===== src/rtl/cm0ik_rst_pkg.sv =====
// Shared constants for the reset controller: state encoding, RSTCAUSE bit map, hold default.
package cm0ik_rst_pkg;

  localparam logic [1:0] ST_POR_HOLD = 2'd0;
  localparam logic [1:0] ST_SYS_HOLD = 2'd1;
  localparam logic [1:0] ST_RUN      = 2'd2;

  localparam int RC_POR  = 0;
  localparam int RC_SYS  = 1;
  localparam int RC_LOCK = 2;
  localparam int RC_EXT  = 3;

  localparam int HOLD_DEFAULT = 3;

  function automatic logic [3:0] cause_bits(input logic sys, input logic lock, input logic ext);
    logic [3:0] bits;
    bits          = 4'b0000;
    bits[RC_SYS]  = sys;
    bits[RC_LOCK] = lock;
    bits[RC_EXT]  = ext;
    return bits;
  endfunction

endpackage


===== src/rtl/cm0ik_rst_sync.sv =====
// Two-flop synchroniser for one asynchronous level; both flops load RST_VAL under reset.
module cm0ik_rst_sync #(
  parameter logic RST_VAL = 1'b1
) (
  input  logic clk,
  input  logic rst,
  input  logic d,
  output logic q
);

  logic meta;

  always_ff @(posedge clk) begin
    if (rst) begin
      meta <= RST_VAL;
      q    <= RST_VAL;
    end else begin
      meta <= d;
      q    <= meta;
    end
  end

endmodule


===== src/rtl/cm0ik_rstctrl.sv =====
// System/debug reset sequencer with hold timer and sticky reset-cause register.
//   state       | meaning
//   POR_HOLD    | power-on hold: HRESETn=0, DBGRESETn=0
//   SYS_HOLD    | system reset hold: HRESETn=0, DBGRESETn=1
//   RUN         | both resets released
module cm0ik_rstctrl
  import cm0ik_rst_pkg::*;
#(
  parameter int HOLD  = HOLD_DEFAULT,
  parameter int CNT_W = 4
) (
  input  logic       HCLK,
  input  logic       PORESET,
  input  logic       SYSRESETREQ,
  input  logic       LOCKUP,
  input  logic       LOCKUPRESET,
  input  logic       EXTRESETn,
  input  logic       RSTCAUSECLR,
  output logic       HRESETn,
  output logic       DBGRESETn,
  output logic [3:0] RSTCAUSE
);

  localparam logic [CNT_W-1:0] HOLD_M1 = CNT_W'(HOLD - 1);

  logic [1:0]       state, state_nxt;
  logic [CNT_W-1:0] cnt, cnt_nxt;
  logic [3:0]       cause, cause_nxt;
  logic             ext_sync;
  logic             ext_req;
  logic             lock_req;
  logic             req;
  logic             hrst_q, dbg_q;

  cm0ik_rst_sync #(.RST_VAL(1'b1)) u_ext_sync (
    .clk (HCLK),
    .rst (PORESET),
    .d   (EXTRESETn),
    .q   (ext_sync)
  );

  assign ext_req  = ~ext_sync;
  assign lock_req = LOCKUP & LOCKUPRESET;
  assign req      = SYSRESETREQ | lock_req | ext_req;

  always_comb begin
    state_nxt = state;
    cnt_nxt   = cnt;
    cause_nxt = cause;
    case (state)
      ST_POR_HOLD, ST_SYS_HOLD: begin
        // a live request in SYS_HOLD keeps restarting the hold window
        if ((state == ST_SYS_HOLD) && req) begin
          cnt_nxt = '0;
        end else if (cnt == HOLD_M1) begin
          state_nxt = ST_RUN;
          cnt_nxt   = '0;
        end else if (cnt != '1) begin
          cnt_nxt = cnt + 1'b1;
        end
      end
      ST_RUN: begin
        if (req) begin
          state_nxt = ST_SYS_HOLD;
          cnt_nxt   = '0;
          cause_nxt = (RSTCAUSECLR ? 4'b0000 : cause) |
                      cause_bits(SYSRESETREQ, lock_req, ext_req);
        end else if (RSTCAUSECLR) begin
          cause_nxt = 4'b0000;
        end
      end
      default: begin
        state_nxt = ST_POR_HOLD;
        cnt_nxt   = '0;
      end
    endcase
  end

  // outputs are flops loaded from the next state so they never glitch
  always_ff @(posedge HCLK) begin
    if (PORESET) begin
      state  <= ST_POR_HOLD;
      cnt    <= '0;
      cause  <= 4'b0001;
      hrst_q <= 1'b0;
      dbg_q  <= 1'b0;
    end else begin
      state  <= state_nxt;
      cnt    <= cnt_nxt;
      cause  <= cause_nxt;
      hrst_q <= (state_nxt == ST_RUN);
      dbg_q  <= (state_nxt != ST_POR_HOLD);
    end
  end

  assign HRESETn   = hrst_q;
  assign DBGRESETn = dbg_q;
  assign RSTCAUSE  = cause;

endmodule


===== config.mk =====
export PLATFORM = sky130hd
export DESIGN_NAME = cm0ik_rstctrl
export DESIGN_NICKNAME = d
export VERILOG_FILES = /design/src/rtl/cm0ik_rst_pkg.sv /design/src/rtl/cm0ik_rst_sync.sv /design/src/rtl/cm0ik_rstctrl.sv
export SDC_FILE = /design/constraint.sdc
export NUM_CORES = 1
export LEC_CHECK = 0
export ABC_AREA = 1
export CAP_MARGIN = 20
export CORE_MARGIN = 1
export CORE_UTILIZATION = 43
export CTS_CLUSTER_DIAMETER = 120
export CTS_CLUSTER_SIZE = 16
export DETAILED_ROUTE_END_ITERATION = 16
export PLACE_DENSITY = 0.73
export REMOVE_ABC_BUFFERS = 1
export SYNTH_ARGS = -nofsm -noshare
export SYNTH_HDL_FRONTEND = slang
export SYNTH_SLANG_ARGS = --single-unit

===== constraint.sdc =====
create_clock -name HCLK -period 1.2 [get_ports HCLK]
set_input_delay 0.3 -clock HCLK [delete_from_list [all_inputs] [get_ports HCLK]]
set_output_delay 0.3 -clock HCLK [all_outputs]
set_load 0.1 [all_outputs]

Word level (Yosys, flattened, before mapping)
Cells that the tools add are included.
{ "totals": {"register_bits": 14} }
{ "op_classes": {"add_sub_neg": 1, "n_eq_ne": 7, "muxes": 11, "n_bitwise": 5, "n_reduce_logical": 5} }
{ "op_table": {"columns": ["cell", "n"], "rows": [
  ["two-way mux 4 bit", 6],
  ["!= test 4 bit, second input constant", 2],
  ["case mux 4 bit (2 select lines)", 1],
  ["two-way mux 2 bit", 3],
  ["adder 4 x 1 -> 4 bit, second input constant", 1],
  ["== test 2 bit, second input constant", 2],
  ["== test 4 x 2 -> 1 bit, second input constant", 1],
  ["bitwise OR 4 bit", 1],
  ["case mux 2 bit (2 select lines)", 1],
  ["== test 2 x 1 -> 1 bit, second input constant", 1],
  ["logical NOT 2 bit", 1],
  ["!= test 2 bit, second input constant", 1],
  ["bitwise OR 1 bit", 2],
  ["AND reduction 2 bit", 1],
  ["nonzero test 2 bit", 1],
  ["OR reduction 2 bit", 1],
  ["AND 1 bit", 1],
  ["logical AND 1 bit", 1],
  ["inverter 1 bit", 1]
]} }

Longest topological paths before layout
Gate-level depths: netlist of the first run.
{ "depth": {"depth_word": 7, "ltp_mapped": 8} }

Cells and area by module
Synthesis of the first run repeated with hierarchy kept, for this count alone.
{ "unflattened": {"hier_cells": 82, "area_unflattened_um2": 649.4} }
{ "modules_own_cells": {"columns": ["module", "n_inst", "cells_each", "area_each_um2"], "rows": [
  ["cm0ik_rstctrl", 1, 75, 590.6],
  ["cm0ik_rst_sync", 1, 7, 58.8]
]} }

Worst setup path before layout of the first run
No wires, ideal clock.
{ "synth_timing": {"path_kind": "register to register", "start": "register cause[1], in the netlist RSTCAUSE[1]", "end": "register cause[1], in the netlist RSTCAUSE[1]", "setup_time_ns": 0.071, "t_arrival_ns": 1.163, "slack_ns": -0.033, "stages_incl_launch_ff": 3, "path_buffers": 0, "synth_period_minus_slack_ns": 1.233, "path_cell_list": "dfxtp_1 -> nand2_1 -> a21oi_1"} }
{ "synth_between": {"elab_chain_cells": 3} }
{ "synth_rtl": {"columns": ["element", "line_no", "source"], "rows": [
  ["start: declaration", "cm0ik_rstctrl.sv:28", "logic [3:0] cause, cause_nxt;"],
  ["start signal: assignment", "cm0ik_rstctrl.sv:90", "cause <= cause_nxt;"],
  ["two-way mux 4 bit *", null, null],
  ["bitwise OR 4 bit", "cm0ik_rstctrl.sv:66", "cause_nxt = (RSTCAUSECLR ? 4'b0000 : cause) |"],
  ["two-way mux 4 bit *", "cm0ik_rstctrl.sv:63", "if (req) begin"]
]} }
Every way passes the cells marked *; elsewhere a longest branch is shown, timed or not.
A chain may end at the register's enable or synchronous reset.

Final worst setup path of the first run
{ "layout_timing": {"start": "register cnt[1]", "end": "register cnt[2]"} }
{ "layout_between": {"elab_chain_cells": 5, "word_cells_on_any_way": 9, "cone_classes": "add/sub (1); eq/ne (3); mux (4); reduce/logical (1)"} }
{ "layout_rtl": {"columns": ["element", "line_no", "source"], "rows": [
  ["start: declaration", "cm0ik_rstctrl.sv:27", "logic [CNT_W-1:0] cnt, cnt_nxt;"],
  ["start signal: assignment", "cm0ik_rstctrl.sv:89", "cnt <= cnt_nxt;"],
  ["adder 4 x 1 -> 4 bit", "cm0ik_rstctrl.sv:59", "cnt_nxt = cnt + 1'b1;"],
  ["two-way mux 4 bit", "cm0ik_rstctrl.sv:58", "end else if (cnt != '1) begin"],
  ["two-way mux 4 bit", "cm0ik_rstctrl.sv:55", "end else if (cnt == HOLD_M1) begin"],
  ["two-way mux 4 bit", "cm0ik_rstctrl.sv:53", "if ((state == ST_SYS_HOLD) && req) begin"],
  ["case mux 4 bit (2 select lines)", "cm0ik_rstctrl.sv:50", "case (state)"]
]} }
Parallel ways exist; a longest one is shown, timed or not. The select of a mux whose other input is x is not followed.

==> results of run 1 <==
cell usage after synthesis, drive strengths merged:
library cell,count
a21oi,7
clkbuf,1
dfxtp,14
ha,2
inv,10
nand2,25
nand3,3
nand4,2
nor2,20
nor3,2
or2,2
xor2,1
metal layers:
metal / track usage / share of wire / vias to the layer above / routed length, um
met5: 0 / 0 / - / 0
li1: - / - / 313 / -
met2: 0.290 / 0.46 / 13 / 619
met4: 0.100 / 0.022 / 0 / 29
met3: 0.0667 / 0.045 / 4 / 60
met1: 0.210 / 0.47 / 247 / 623
kinds of logic after synthesis:
group | share of synthesized area
flip-flops | 0.439
adder cells (fa/ha/maj) | 0.0392
AO/OA/AOI/OAI | 0.0608
XOR/XNOR | 0.0137
buffers and inverters | 0.0647
AND/OR/NAND/NOR | 0.382
cell type report:
| type | instances | area share |
|---|---|---|
| clock buffers | 3 | 0.0231 |
| inverters | 10 | 0.0386 |
| multi-input cells | 64 | 0.402 |
| flip-flops and latches | 14 | 0.298 |
| well taps | 15 | 0.0193 |
| repair buffers | 16 | 0.219 |
worst reg2reg max path, stage by stage, from the launching register on:
cell	delay, ns
dfxtp_4	0.39
ha_4	0.15
nand2_4	0.06
nor3_4	0.17
nand2_2	0.08
nand2_4	0.10
nand2_1	0.07
a21oi_2	0.12
worst paths after layout:
path	startpoint	endpoint	slack, ns	cells after the start
max	cnt[1]	cnt[2]	0.008	7
min	LOCKUPRESET	RSTCAUSE[2]	0.33	3
max reg2reg	cnt[1]	cnt[2]	0.008	7
min reg2reg	u_ext_sync.meta	u_ext_sync.q	0.42	1
report_power, final:
part	internal (uW)	switching [uW]	total, uW
combinational	388	521	908
sequential	573	119	692
clock	116	144	261
total	1080	784	1860
registers in the layout (all words and copies together) (netlist names):
register and count:
state 2, DBGRESETn 1, u_ext_sync.meta 1, cnt 4, RSTCAUSE 4, HRESETn 1
u_ext_sync.q 1
cell usage in the layout, fill, tap and decap left out, types with 3 or more instances in the layout:
master           netlist  final
a21oi_1                6      5
buf_12                 0      6
buf_4                  0      4
clkbuf_4               0      3
clkdlybuf4s50_1        0      5
dfxtp_1               14     10
inv_1                  9      7
inv_2                  1      3
nand2_1               22     17
nand2_2                1      5
nand2_4                2      3
nor2_1                19     17
what timing repair did:
item | 4_1_cts | 5_1_grt
gates resized for setup | 5 | 21
setup endpoints to repair | 5 | 9
pin swaps | 2 | 10
cloned | 0 | 0
setup buffers | 0 | 2
metrics by stage:
stage / TNS, ns / area (um^2) / std cells / utilization / hold slack [ns]
2_1_floorplan: -0.214 / 634 / 88 / - / 0.362
3_3_place_gp: -1.63 / 848 / 117 / 0.636 / 0.393
3_5_place_dp: -1.84 / 848 / 117 / 0.636 / 0.407
4_1_cts: 0 / 887 / 120 / 0.665 / 0.422
5_1_grt: -0.250 / 973 / 122 / 0.730 / 0.341
6_report: 0 / 973 / 122 / 0.730 / 0.330
==> flow_metrics.env, run 1 <==
export IMPL_syn_cell_area_um2=638
export IMPL_cts_root_buf="clkbuf_4"
export IMPL_slew_violations=0
export IMPL_critPathCaptureType="flip-flop"
export IMPL_finalPower_uw=1860
export IMPL_cts_sinks=14
export IMPL_worst_path_buf_inv=0
export IMPL_start_util=0.478
export IMPL_cp_arrival_ns=1.41
export IMPL_register_area_um2=290
export IMPL_dieHeight_um=40.5
export IMPL_slowest_stage="dfxtp_4"
export IMPL_grt_pass1_wl_um=1900
export IMPL_clk_path_buf_depth=2
export IMPL_syn_to_final_growth_pct=52.5
export IMPL_yosysTopAreaCell="dfxtp_1"
export IMPL_slowest_delay_ns=0.39
export IMPL_synth_seq_cells=14
export IMPL_ioPinCount=13
export IMPL_cp_top_family="simple AND/OR/NAND/NOR gates"
export IMPL_grt_pass1_vias=462
export IMPL_worst_slack_ns=0.00832
export IMPL_power_leakage_uw=0.000439
export IMPL_insertion_delay_ns=0.28
export IMPL_antenna_cells=0
export IMPL_htree_levels=1
export IMPL_crit_top_cell="nand2_4"
export IMPL_path_cells="ha_4 > nand2_4 > nor3_4 > nand2_2 > nand2_4 > nand2_1 > a21oi_2"
export IMPL_num_vias=577
export IMPL_powerDensity_nw_per_um2=1910
export IMPL_cp_required_ns=1.42
export IMPL_period_needed_ns=1.19
export IMPL_setup_viol=0
export IMPL_overflow=0
export IMPL_drt_total_wl_um=1330
export IMPL_start_kind="flip-flop"
export IMPL_die_area_um2=1640
export IMPL_path_clk_slew_ns=0.08
export IMPL_core_rowCount=13
export IMPL_dp_slack_ns=-0.301
export IMPL_worstHoldPathType="primary input to flip-flop"
export IMPL_irDropWorstVdd_uv=1080
export IMPL_tightest_slew_ns=0.234
export IMPL_path_class="flip-flop to flip-flop"
export IMPL_routabilityCongestion=0.841
export IMPL_nFillCells=107
export IMPL_dp_hpwl_um=927
export IMPL_multi_input_comb_area_um2=392
export IMPL_io_buffer_count=12
export IMPL_layout_drive_gt1_share=0.364
export IMPL_fmax_ghz=0.839
export IMPL_core_area_um2=1330
export IMPL_grt_max_degree=9
export IMPL_status="complete, no violations"
export IMPL_nets=118
export IMPL_ant_nets=0
export IMPL_yosysWarnings=0
export IMPL_cts_buffers=3
export IMPL_rsz0062_at_grt="true"
export IMPL_antenna_found_initial=0
export IMPL_syn_avg_cell_area_um2=7.17
export IMPL_synthDistinctLibCells=17
export IMPL_die_w_um=40.5
export IMPL_grt_use_total=0.183
export IMPL_critPathMaxFanout=6
export IMPL_relSlewSlack=0.844
export IMPL_via_per_inst=4.73
export IMPL_drt_pass1_iter_count=4
export IMPL_ys_seq_area_frac=0.439
export IMPL_synth_area_leaders="dfxtp_1, nand2_1, nor2_1"
export IMPL_cts_hold_buf=0
export IMPL_cts_tree="yes"
export IMPL_finClkSkew_ns=0.000821
export IMPL_period_share=0.993
export IMPL_syn_inst=89
export IMPL_wl_per_cell_um=10.9
export IMPL_synth_top_area_frac=0.439
export IMPL_route_detailed_drc=0
export IMPL_drv_cap=0
export IMPL_hold_viol_final=0
export IMPL_first_iter_violations=8
No activity file was read; power rests on OpenSTA's default activity.
==> run 2: changes to the inputs <==
Settings changed: CELL_PAD_IN_SITES_DETAIL_PLACEMENT from default to 0, CELL_PAD_IN_SITES_GLOBAL_PLACEMENT from default to 1, CORE_ASPECT_RATIO from default to 0.75, CORE_UTILIZATION 43 to 30, PLACE_DENSITY 0.73 to 0.72.
==> flow_metrics.env, run 2 (same netlist as run 1, synthesis figures left out) <==
export IMPL_status="complete, no violations"
export IMPL_clk_path_buf_depth=2
export IMPL_rsz0062_at_grt="true"
export IMPL_start_util=0.320
export IMPL_grt_busiest_layer="met2"
export IMPL_dieHeight_um=41.9
export IMPL_dp_hpwl_um=948
export IMPL_cts_root_buf="clkbuf_4"
export IMPL_drt_total_wl_um=1400
export IMPL_num_vias=601
export IMPL_min_from="u_ext_sync.meta"
export IMPL_powerDensity_nw_per_um2=1960
export IMPL_cts_sinks=14
export IMPL_comb_power_share=0.493
export IMPL_insertion_delay_ns=0.28
export IMPL_r2r_setup_slack_ns=0.01
export IMPL_core_area_um2=2000
export IMPL_r2r_end="cnt[1]"
export IMPL_setup_viol=0
export IMPL_slew_violations=0
export IMPL_met3_usage=0.0498
export IMPL_route_detailed_drc=0
export IMPL_met1_usage=0.163
export IMPL_min_to="u_ext_sync.q"
export IMPL_drv_cap=0
export IMPL_power_share_sequential=0.342
export IMPL_wl_per_cell_um=10.5
export IMPL_cts_buffers=3
export IMPL_switching_share=0.410
export IMPL_antenna_cells=0
export IMPL_ioPinCount=13
export IMPL_overflow=0
export IMPL_layout_commonest_cell="nand2_1"
export IMPL_power_share_clock=0.165
export IMPL_cp_required_ns=1.38
export IMPL_worstHoldPathType="flip-flop to flip-flop"
export IMPL_path_class="flip-flop to flip-flop"
export IMPL_htree_levels=1
export IMPL_worst_slack_ns=0.0133
export IMPL_start_kind="flip-flop"
export IMPL_grt_pass1_wl_um=2340
export IMPL_internal_power_uw=1190
export IMPL_grt_max_degree=9
export IMPL_first_iter_violations=4
export IMPL_grt_pass1_vias=546
export IMPL_critPathCaptureType="flip-flop"
export IMPL_final_cell_mix="nand2_1, nor2_1, dfxtp_1"
export IMPL_power_leakage_uw=0.000438
export IMPL_layout_drive_gt1_share=0.436
export IMPL_via_per_inst=4.49
export IMPL_tightest_slew_ns=0.216
export IMPL_hold_viol_final=0
export IMPL_final_area_um2=1030
export IMPL_finClkSkew_ns=0.00469
export IMPL_cts_hold_buf=0
export IMPL_relSlewSlack=0.856
export IMPL_nets=120
export IMPL_period_share=0.989
export IMPL_drt_pass1_iter_count=4
export IMPL_ant_nets=0
export IMPL_whs_path_depth=1
export IMPL_io_buffer_count=12
export IMPL_path_clk_slew_ns=0.09
export IMPL_cts_tree="yes"
export IMPL_cp_arrival_ns=1.37
export IMPL_syn_to_final_growth_pct=62.0
export IMPL_p_sw_uw=829
export IMPL_worst_hold_slack_ns=0.412
export IMPL_die_area_um2=2320
export IMPL_gr_usage_met2=0.210
export IMPL_grt_use_total=0.128
export IMPL_antenna_found_initial=0
export IMPL_die_w_um=55.3
export IMPL_reg2reg_from="cnt[0]"
export IMPL_routabilityCongestion=0.801
export IMPL_nFillCells=192
export IMPL_dp_slack_ns=-0.287
export IMPL_fmax_ghz=0.843
export IMPL_place_area_um2=867
export IMPL_irDropWorstVdd_uv=902
export IMPL_ff2ff_path_depth=8
export IMPL_critPathMaxFanout=6
export IMPL_period_needed_ns=1.19
export IMPL_core_rowCount=14
## run 2: timing repair
action	CTS	global route
pin swaps	3	8
setup endpoints to repair	5	7
resized for setup	7	26
hold endpoints to repair	0	0
buffers inserted	1	2
## run 2: power groups by stage
stage	sequential, uW	clock [uW]	combinational, uW
after CTS	643	346	799
after global placement	646	0	760
after detailed placement	645	0	752
after global routing	709	372	1080
final	691	335	997
after floorplan	828	0	303
## run 2: worst max-delay path, cell delays in order, from the launching register on
cell and delay (ns):
dfxtp_4 0.39, ha_4 0.14, nand2_2 0.06, nor3_2 0.18, nand2_2 0.08, nand2_4 0.09, nand2_1 0.06, nand2_1 0.05
nor2_1 0.04
## run 2: worst max-delay path by stage
stage,slack [ns],cells after the start,end,start
finish,0.01,8,cnt[1],cnt[0]
global route,-0.08,8,DBGRESETn,cnt[0]
CTS,0.001,8,DBGRESETn,cnt[0]
detailed placement,-0.29,8,cnt[1],SYSRESETREQ
global placement,-0.30,8,cnt[1],SYSRESETREQ
floorplan,-0.03,2,RSTCAUSE[2],RSTCAUSE[2]
## run 2: metal layers
layer | up-vias | share of wire
met5 | - | 0
met4 | 0 | 0
met3 | 0 | 0.066
met2 | 20 | 0.46
met1 | 263 | 0.47
li1 | 318 | -
## run 2: final cells by class
type	instances	area (um^2)	area share
Tap cell	24	30.0	0.0291
Sequential cell	14	290	0.281
Clock buffer	4	36.3	0.0351
Multi-Input combinational cell	64	408	0.395
Timing Repair Buffer	18	229	0.222
Inverter	10	40.0	0.0387
## run 2: metrics by stage
stage                util  power, uW  setup TNS [ns]  cells
detailed placement  0.434       1400           -1.74    127
global route        0.518       2160          -0.350    134
floorplan               -       1130          -0.214     88
global placement    0.434       1410           -1.81    127
CTS                 0.466       1790               0    132
finish              0.518       2020               0    134
==> run 3: changes to the inputs <==
Settings changed: TNS_END_PERCENT from default to 20.
==> flow_metrics.env, run 3 (same netlist as run 1, synthesis figures left out) <==
export IMPL_post_route_util=0.511
export IMPL_period_needed_ns=1.18
export IMPL_power_leakage_uw=0.000437
export IMPL_worstHoldPathType="flip-flop to flip-flop"
export IMPL_cp_arrival_ns=1.41
export IMPL_layout_drive_gt1_share=0.391
export IMPL_slew_violations=0
export IMPL_finClkSkew_ns=0.00538
export IMPL_final_cell_mix="nand2_1, nor2_1, dfxtp_1"
export IMPL_status="complete, no violations"
export IMPL_path_cells="inv_4 > ha_4 > a21oi_4 > buf_6 > nor2_4 > nor2_2 > nor2_1 > nor2_1"
export IMPL_path_clk_slew_ns=0.09
export IMPL_grt_use_total=0.128
export IMPL_routabilityCongestion=0.801
export IMPL_critPathCaptureType="flip-flop"
export IMPL_drt_total_wl_um=1390
export IMPL_route_detailed_drc=0
export IMPL_drv_cap=0
export IMPL_grt_pass1_vias=546
export IMPL_period_share=0.986
export IMPL_via_per_inst=4.46
export IMPL_tightest_slew_ns=0.213
export IMPL_setup_tns_ns=0
export IMPL_io_buffer_count=12
export IMPL_rsz0062_at_grt="true"
export IMPL_crit_top_cell="nor2_1"
export IMPL_insertion_delay_ns=0.28
export IMPL_dp_hpwl_um=948
export IMPL_cts_root_buf="clkbuf_4"
export IMPL_worst_hold_slack_ns=0.412
export IMPL_core_rowCount=14
export IMPL_start_util=0.320
export IMPL_drt_pass1_iter_count=4
export IMPL_path_class="flip-flop to flip-flop"
export IMPL_overflow=0
export IMPL_fmax_ghz=0.845
export IMPL_htree_levels=1
export IMPL_start_kind="flip-flop"
export IMPL_hold_viol_final=0
export IMPL_finalPower_uw=1990
export IMPL_worst_path_buf_inv=2
export IMPL_first_iter_violations=3
export IMPL_grt_pass1_wl_um=2340
export IMPL_antenna_cells=0
export IMPL_wl_per_cell_um=10.4
export IMPL_cp_required_ns=1.42
export IMPL_cts_sinks=14
export IMPL_antenna_found_initial=0
export IMPL_cts_buffers=3
export IMPL_die_area_um2=2320
export IMPL_nets=120
export IMPL_nFillCells=195
export IMPL_ant_nets=0
export IMPL_core_area_um2=2000
export IMPL_setup_viol=0
export IMPL_num_vias=598
export IMPL_slowest_stage="dfxtp_4"
export IMPL_layout_commonest_cell="nand2_1"
export IMPL_powerDensity_nw_per_um2=1950
export IMPL_cp_top_family="flip-flops"
export IMPL_clk_path_buf_depth=2
export IMPL_critPathMaxFanout=4
export IMPL_irDropWorstVdd_uv=902
export IMPL_relSlewSlack=0.858
export IMPL_ioPinCount=13
export IMPL_dieHeight_um=41.9
export IMPL_grt_max_degree=9
export IMPL_syn_to_final_growth_pct=60.0
export IMPL_die_w_um=55.3
export IMPL_slowest_delay_ns=0.39
export IMPL_cts_tree="yes"
==> run 3: where the power goes <==
| part | switching, uW | leakage (uW) | total (uW) | internal [uW] |
|---|---|---|---|---|
| Combinational | 539 | 0.000299 | 966 | 427 |
| Clock | 151 | 0.0000210 | 335 | 184 |
| Sequential | 119 | 0.000116 | 691 | 572 |
| Total | 808 | 0.000437 | 1990 | 1180 |
==> run 3: repair_timing <==
action	4_1_cts	5_1_grt
pin swaps	3	7
resized for setup	7	21
setup endpoints to repair	5	7
setup buffers	1	2
hold buffers	0	0
==> run 3: cell type report <==
class / count / area, um^2 / share of cell area
well taps: 24 / 30.0 / 0.0294
multi-input cells: 64 / 395 / 0.387
repair buffers: 18 / 229 / 0.224
flip-flops and latches: 14 / 290 / 0.284
inverters: 10 / 40.0 / 0.0392
clock buffers: 4 / 36.3 / 0.0355
==> run 3: worst paths after layout <==
kind         slack [ns]  cells past startpoint      endpoint            start
max reg2reg        0.02                      8     DBGRESETn           cnt[0]
min reg2reg        0.41                      1  u_ext_sync.q  u_ext_sync.meta
min                0.41                      1  u_ext_sync.q  u_ext_sync.meta
max                0.02                      8     DBGRESETn           cnt[0]
==> run 3: metrics by stage <==
step | setup slack, ns | instances | cell area, um^2
2_1_floorplan | -0.0324 | 88 | 634
3_3_place_gp | -0.298 | 127 | 867
3_5_place_dp | -0.287 | 127 | 867
4_1_cts | 0.00124 | 132 | 930
5_1_grt | -0.0844 | 134 | 1020
6_report | 0.0163 | 134 | 1020
==> run 3: routing by layer <==
| layer | routed length (um) | GRT usage | vias up |
|---|---|---|---|
| met5 | 0 | 0 | - |
| met4 | 0 | 0.0150 | 0 |
| met3 | 90 | 0.0498 | 0 |
| met2 | 631 | 0.210 | 18 |
| met1 | 666 | 0.163 | 262 |
| li1 | - | - | 318 |
